### src/rtl/lzd_norm_pipe.sv
// ---------------------------------------------------------------------------
// lzd_norm_pipe
//
// Two-stage pipelined leading-zero detector and normaliser with valid/ready
// flow control. Stage 1 registers the operand together with its leading-zero
// count. Stage 2 registers the operand left-shifted by min(count, limit),
// where the limit is clamped to WIDTH. A sideband tag travels with each
// operand. Sits between the mantissa adder/subtracter and the rounding stage.
//
// Parameters:
//   WIDTH  operand width (>= 2)
//   TAG_W  sideband tag width (>= 1)
//   CW     count/shift width, $clog2(WIDTH+1)
//
// Ports:
//   clk        rising-edge clock
//   rst_n      asynchronous active-low reset
//   in_valid   operand valid
//   in_ready   operand accepted this cycle (depends combinationally on out_ready)
//   in_data    operand, bit WIDTH-1 is the MSB
//   in_lim     maximum permitted left shift for this operand
//   in_tag     sideband tag
//   out_valid  result valid
//   out_ready  downstream accepts the result
//   out_data   normalised operand, zero-filled from the LSB
//   out_lz     leading-zero count (WIDTH for an all-zero operand)
//   out_shift  applied shift
//   out_zero   operand was all zeros
//   out_tag    tag of this result
// ---------------------------------------------------------------------------
module lzd_norm_pipe #(
  parameter int WIDTH = 24,
  parameter int TAG_W = 4,
  localparam int CW = $clog2(WIDTH + 1)
) (
  input  logic             clk,
  input  logic             rst_n,
  input  logic             in_valid,
  output logic             in_ready,
  input  logic [WIDTH-1:0] in_data,
  input  logic [CW-1:0]    in_lim,
  input  logic [TAG_W-1:0] in_tag,
  output logic             out_valid,
  input  logic             out_ready,
  output logic [WIDTH-1:0] out_data,
  output logic [CW-1:0]    out_lz,
  output logic [CW-1:0]    out_shift,
  output logic             out_zero,
  output logic [TAG_W-1:0] out_tag
);

  localparam int NLEAF = (WIDTH + 7) / 8;
  localparam int PADW  = NLEAF * 8;
  localparam int PAD   = PADW - WIDTH;

  // Leading-zero count of one byte, 8 when the byte is empty.
  function automatic logic [3:0] lzd8(input logic [7:0] b);
    logic [3:0] cnt;
    cnt = 4'd8;
    for (int i = 0; i < 8; i++) begin
      if (b[i]) cnt = 4'(7 - i);
    end
    return cnt;
  endfunction

  // Pipeline state
  logic             r_s1V;
  logic [WIDTH-1:0] r_s1Data;
  logic [CW-1:0]    r_s1Lim;
  logic [CW-1:0]    r_s1Lz;
  logic [TAG_W-1:0] r_s1Tag;

  logic             r_s2V;
  logic [WIDTH-1:0] r_s2Data;
  logic [CW-1:0]    r_s2Lz;
  logic [CW-1:0]    r_s2Shift;
  logic             r_s2Zero;
  logic [TAG_W-1:0] r_s2Tag;

  // Count tree
  logic [PADW-1:0]  w_padded;
  logic [3:0]       w_leafCnt [NLEAF];
  logic [NLEAF-1:0] w_leafNz;
  logic [CW-1:0]    w_lz;

  // Stage 2 datapath and handshake
  logic [CW-1:0]    w_limEff;
  logic [CW-1:0]    w_shift;
  logic [WIDTH-1:0] w_shifted;
  logic             w_zero;
  logic             w_s1Adv;
  logic             w_s2Adv;

  // The operand is left-justified into whole bytes. Pad bits sit below the
  // LSB, so they can never be reached by the count of a non-zero operand;
  // the all-zero case is handled separately by forcing WIDTH.
  assign w_padded = PADW'(in_data) << PAD;

  // Leaf 0 is the most significant byte.
  for (genvar l = 0; l < NLEAF; l++) begin : gLeaf
    assign w_leafNz[l]  = |w_padded[PADW-1-8*l -: 8];
    assign w_leafCnt[l] = lzd8(w_padded[PADW-1-8*l -: 8]);
  end

  // Combining level: the most significant non-empty leaf decides the count.
  // Scanning from the least significant leaf upward lets the last hit win.
  always_comb begin
    w_lz = CW'(WIDTH);
    for (int l = NLEAF - 1; l >= 0; l--) begin
      if (w_leafNz[l]) w_lz = CW'(8 * l) + CW'(w_leafCnt[l]);
    end
  end

  // Shift is min(lz, lim) with lim saturated at WIDTH. A shift of WIDTH
  // empties the operand, which matches the all-zero result.
  always_comb begin
    w_limEff  = (r_s1Lim > CW'(WIDTH)) ? CW'(WIDTH) : r_s1Lim;
    w_shift   = (r_s1Lz < w_limEff) ? r_s1Lz : w_limEff;
    w_zero    = (r_s1Lz == CW'(WIDTH));
    w_shifted = w_zero ? '0 : (r_s1Data << w_shift);
  end

  // A stage may advance when it is empty or the stage after it is leaving.
  assign w_s2Adv  = !r_s2V || out_ready;
  assign w_s1Adv  = !r_s1V || w_s2Adv;
  assign in_ready = w_s1Adv;

  // Stage 1: valid follows the input on advance; data only loads with a real
  // operand so bubbles leave the previous contents untouched.
  always_ff @(posedge clk or negedge rst_n) begin
    if (!rst_n) begin
      r_s1V    <= 1'b0;
      r_s1Data <= '0;
      r_s1Lim  <= '0;
      r_s1Lz   <= '0;
      r_s1Tag  <= '0;
    end else if (w_s1Adv) begin
      r_s1V <= in_valid;
      if (in_valid) begin
        r_s1Data <= in_data;
        r_s1Lim  <= in_lim;
        r_s1Lz   <= w_lz;
        r_s1Tag  <= in_tag;
      end
    end
  end

  // Stage 2: holds everything while the downstream stalls a valid result.
  always_ff @(posedge clk or negedge rst_n) begin
    if (!rst_n) begin
      r_s2V     <= 1'b0;
      r_s2Data  <= '0;
      r_s2Lz    <= '0;
      r_s2Shift <= '0;
      r_s2Zero  <= 1'b0;
      r_s2Tag   <= '0;
    end else if (w_s2Adv) begin
      r_s2V <= r_s1V;
      if (r_s1V) begin
        r_s2Data  <= w_shifted;
        r_s2Lz    <= r_s1Lz;
        r_s2Shift <= w_shift;
        r_s2Zero  <= w_zero;
        r_s2Tag   <= r_s1Tag;
      end
    end
  end

  assign out_valid = r_s2V;
  assign out_data  = r_s2Data;
  assign out_lz    = r_s2Lz;
  assign out_shift = r_s2Shift;
  assign out_zero  = r_s2Zero;
  assign out_tag   = r_s2Tag;

endmodule

### config.mk
export PLATFORM = sky130hd
export DESIGN_NAME = lzd_norm_pipe
export DESIGN_NICKNAME = d
export VERILOG_FILES = /design/src/rtl/lzd_norm_pipe.sv
export SDC_FILE = /design/constraint.sdc
export NUM_CORES = 1
export LEC_CHECK = 0
export ABC_AREA = 1
export CORE_UTILIZATION = 49
export DETAILED_ROUTE_END_ITERATION = 10
export GPL_ROUTABILITY_DRIVEN = 1
export PLACE_DENSITY = 0.75
export SYNTH_ARGS = -nofsm -noshare
export SYNTH_HDL_FRONTEND = slang
export SYNTH_SLANG_ARGS = --single-unit
### constraint.sdc
create_clock -name clk -period 2.19 [get_ports clk]
set_input_delay 0.219 -clock clk [delete_from_list [all_inputs] [get_ports clk]]
set_output_delay 0.219 -clock clk [all_outputs]
set_load 0.01 [all_outputs]
==> impl_results.md <==
* Status: finished with violations
* Failing checks: negative setup slack
* Post-route cell area at ~7200 µm²
* Worst R2R Start: r_s1Lim[4]
* Num ports at 78
* # clock sinks at 79
* Placed cell areas at around 5800 µm²
* Required @ worst endpoint at roughly 2.4 ns
* Lkg Pwr at approximately 3.4 nW
* Placed insts at ~860
* Share of cells above drive strength 1 at 0.291
* Depth of the most critical reg-to-reg path at 16
* DIE HEIGHT at approximately 100 µm
* Die area at 9970 µm²
* Clk_lat worst skew at approximately 0.37 ns
* IO Port Bufs at between 70 and 80
* Core area at 9240 µm²
* Syn_area_per_cell at 7.30 µm²
* Final Max Slew Viols at 0
* Area leader, netlist: dfrtp_1
* Synth Instances at 643
* Drt pass-1 iters at 8
* R2R Path End: out_data[15]
* Pint at 4.29 mW
* CTS buffer count at 9
* Area of the multi-input gates at about 3100 µm²
* Clock slew at reported path FFs at 0.09 ns
* Nets@finish at 810
* Post-DP HPWL at between 9000 and 10000 µm
* Clock power share at 0.163
* Final period utilization at 1.25
* Largest net degree at the start of global routing at 53
* # H-tree levels at 3
* Synth Cell Area at 4690 µm²
* GR Util All Layers at 0.316
* First-pass GRT wire length at 24900 µm
* Drc violations at 0
* Post-route setup TNS at -9.38 ns
* Maximum fanout along the worst path at 4
* R2R Setup Slk at -0.54 ns
* Min Clock Period, post-route at between 2 and 3 ns
* Crit start category: flip-flop
* RD Place Congestion at about 0.89
* Antenna cells at 0
* Net Sw Frac at 0.427
* Worst slack, placed at -0.503 ns
* Detailed-route via count at roughly 5400
* Die width at approximately 100 µm
* Class of the most critical hold timing path: primary input to async pin
* Sequential fraction of the synthesis area at 0.421
* Initial drt markers at about 520
* CP Capture Type: flip-flop
* Top cells by area, synth: dfrtp_1, nand2_1, nand3_1, o21ai_0, inv_1
* FP Rows at 35
* Library cells used by synthesis at 38
* CTS root buf: clkbuf_8
* Total Wirelength at approximately 17000 µm
* Setup CP Type: flip-flop to flip-flop
* Power per Cell Area at 1040 nW/µm²
* Smallest setup slack after layout at -0.543 ns
* Final std cells w/o fill at approximately 900
* Sequential share of power at 0.278
* Detail Route Antenna Nets at 0
* CTS tree: done
* Comb power frac at 0.559
* Worst vdd ir at between 0.4 and 0.5 mV
* Fill cells at roughly 600
* Vias in the first global route at 5080
* Worst EP arrival at 2.98 ns
* Hold Vio Cnt, Final at 0
* Initial core utilization at 0.508
* Unrepaired setup endpoints after global routing: true
* Max_slew headroom at 0.666
* Setup violators final at 27
* Clock Path Buffers at 2
* Initial antenna violation count at 0
* Max-cap violations at 0
* Yosys reg bits at a little under 80
* F_max at between 0.3 and 0.4 GHz
* Reg area at 1980 µm²
* Layout Skew at 0.0145 ns
* Psw at 3.20 mW
* Vias per cell at ~6
* GRT overflow at 0
* Area Growth Syn to Fin at 53.5%
* Slew @ Worst Pin at 0.500 ns
* WL per Instance at around 19 µm
* YS warnings at 0
* Synth top area share at 0.421
* Post-Syn Nets at a little under 700
[power by group through the flow]
stage	clock [mW]	combinational [mW]	sequential, mW
after floorplan	0	1.64	2.17
after global placement	0	2.92	2.07
after detailed placement	0	2.95	2.09
after CTS	1.22	3.56	2.07
after global routing	1.29	4.45	2.12
final	1.22	4.19	2.08
[critical path: stages (launching register included)]
cell and delay (ns):
dfrtp_1 0.40, buf_4 0.15, inv_1 0.08, ha_1 0.26
nand2_2 0.13, nor2_4 0.05, nand2_4 0.09, buf_12 0.12
nand3_4 0.12, buf_12 0.18, o21ai_4 0.24, buf_6 0.16
nand3_1 0.13, nand2_1 0.10, nand2_1 0.10, a21oi_1 0.20
o21ai_1 0.11
[how the worst max path moves through the flow]
stage                          start            to  slack, ns  cells after the start
after floorplan           r_s1Lim[1]  out_data[16]      -0.06                     19
after global placement    r_s1Lim[1]  out_data[22]      -0.46                     20
after detailed placement  r_s1Lim[1]  out_data[22]      -0.50                     20
after CTS                 r_s1Lim[2]  out_data[22]      -0.28                     19
after global routing      r_s1Lim[2]  out_data[19]      -0.63                     20
final                     r_s1Lim[4]  out_data[15]      -0.54                     16
[area by class of cell]
type,count,area share
inverter,59,0.0346
clock inverter,5,0.0113
tap,129,0.0224
multi-input combinational,480,0.428
timing repair inverter,1,0.000869
sequential,79,0.275
clock buffer,11,0.0182
timing repair buffer,139,0.210
[Yosys cell counts, drive strengths merged]
cell and count:
buf 19, nand3 137, a21boi 1, inv 57
o21ai 74, nand4 4, o311ai 2, o211ai 2
o31ai 2, a22oi 1, nand2 218, nor2 9
clkbuf 12, nor3 2, and2 1, o21a 1
clkinv 2, nor4 4, o22ai 2, ha 4
a41oi 1, dfrtp 79, a21oi 9
[layer usage]
| metal | part of all wire | wire (µm) | track usage |
|---|---|---|---|
| met1 | 0.37 | 6280 | 0.408 |
| met2 | 0.49 | 8430 | 0.532 |
| met3 | 0.077 | 1320 | 0.0453 |
| met4 | 0.062 | 1060 | 0.138 |
| met5 | 0 | 0 | 0 |
[logic make-up after synthesis]
logic type                 share of synthesized area
AOI/OAI and AO/OA                              0.115
and+or+nand+nor                                0.359
buffers and inverters                         0.0936
adders and majority gates                     0.0107
DFF                                            0.421
[what timing repair did]
action | 4_1_cts | 5_1_grt
endpoints found under the setup margin | 27 | 29
pin swaps | 36 | 35
endpoints found under the hold margin | 38 | 0
hold buffers | 1 | 0
buffers inserted | 9 | 2
resized for setup | 110 | 84
gates cloned | 9 | 4
[through the flow]
step                 util  hold slack, ns  total power [mW]
floorplan               -         -0.0766              3.81
global placement    0.630           0.222              4.99
detailed placement  0.630           0.226              5.04
CTS                 0.731           0.386              6.85
global route        0.779           0.407              7.86
finish              0.779           0.361              7.49
[placed cells by master, fill, tap and decap left out, types with 3 or more instances in the layout]
master / count
inv_4: 3
o21ai_4: 9
nand2_8: 6
nand3_2: 63
o21ai_1: 13
nor4_1: 4
nor2_4: 3
nand3_4: 11
nand2_4: 12
clkdlybuf4s50_1: 76
o21ai_2: 6
buf_12: 11
nand3_1: 64
a21oi_1: 7
buf_6: 15
buf_4: 31
nand4_1: 4
dfrtp_1: 79
inv_2: 5
clkbuf_16: 3
o21ai_0: 50
nand2_1: 180
nor2_1: 6
clkbuf_8: 9
inv_1: 48
nand2_2: 21
[sequential cells by signal, indices dropped and copies added (netlist names), 4 cells and up]
signal     flops
r_s1Data      24
r_s1Tag        4
r_s1Lz         5
r_s1Lim        5
out_lz         5
out_data      24
out_tag        4
out_shift      5
Note: power is estimated with default switching activity, not from simulation.
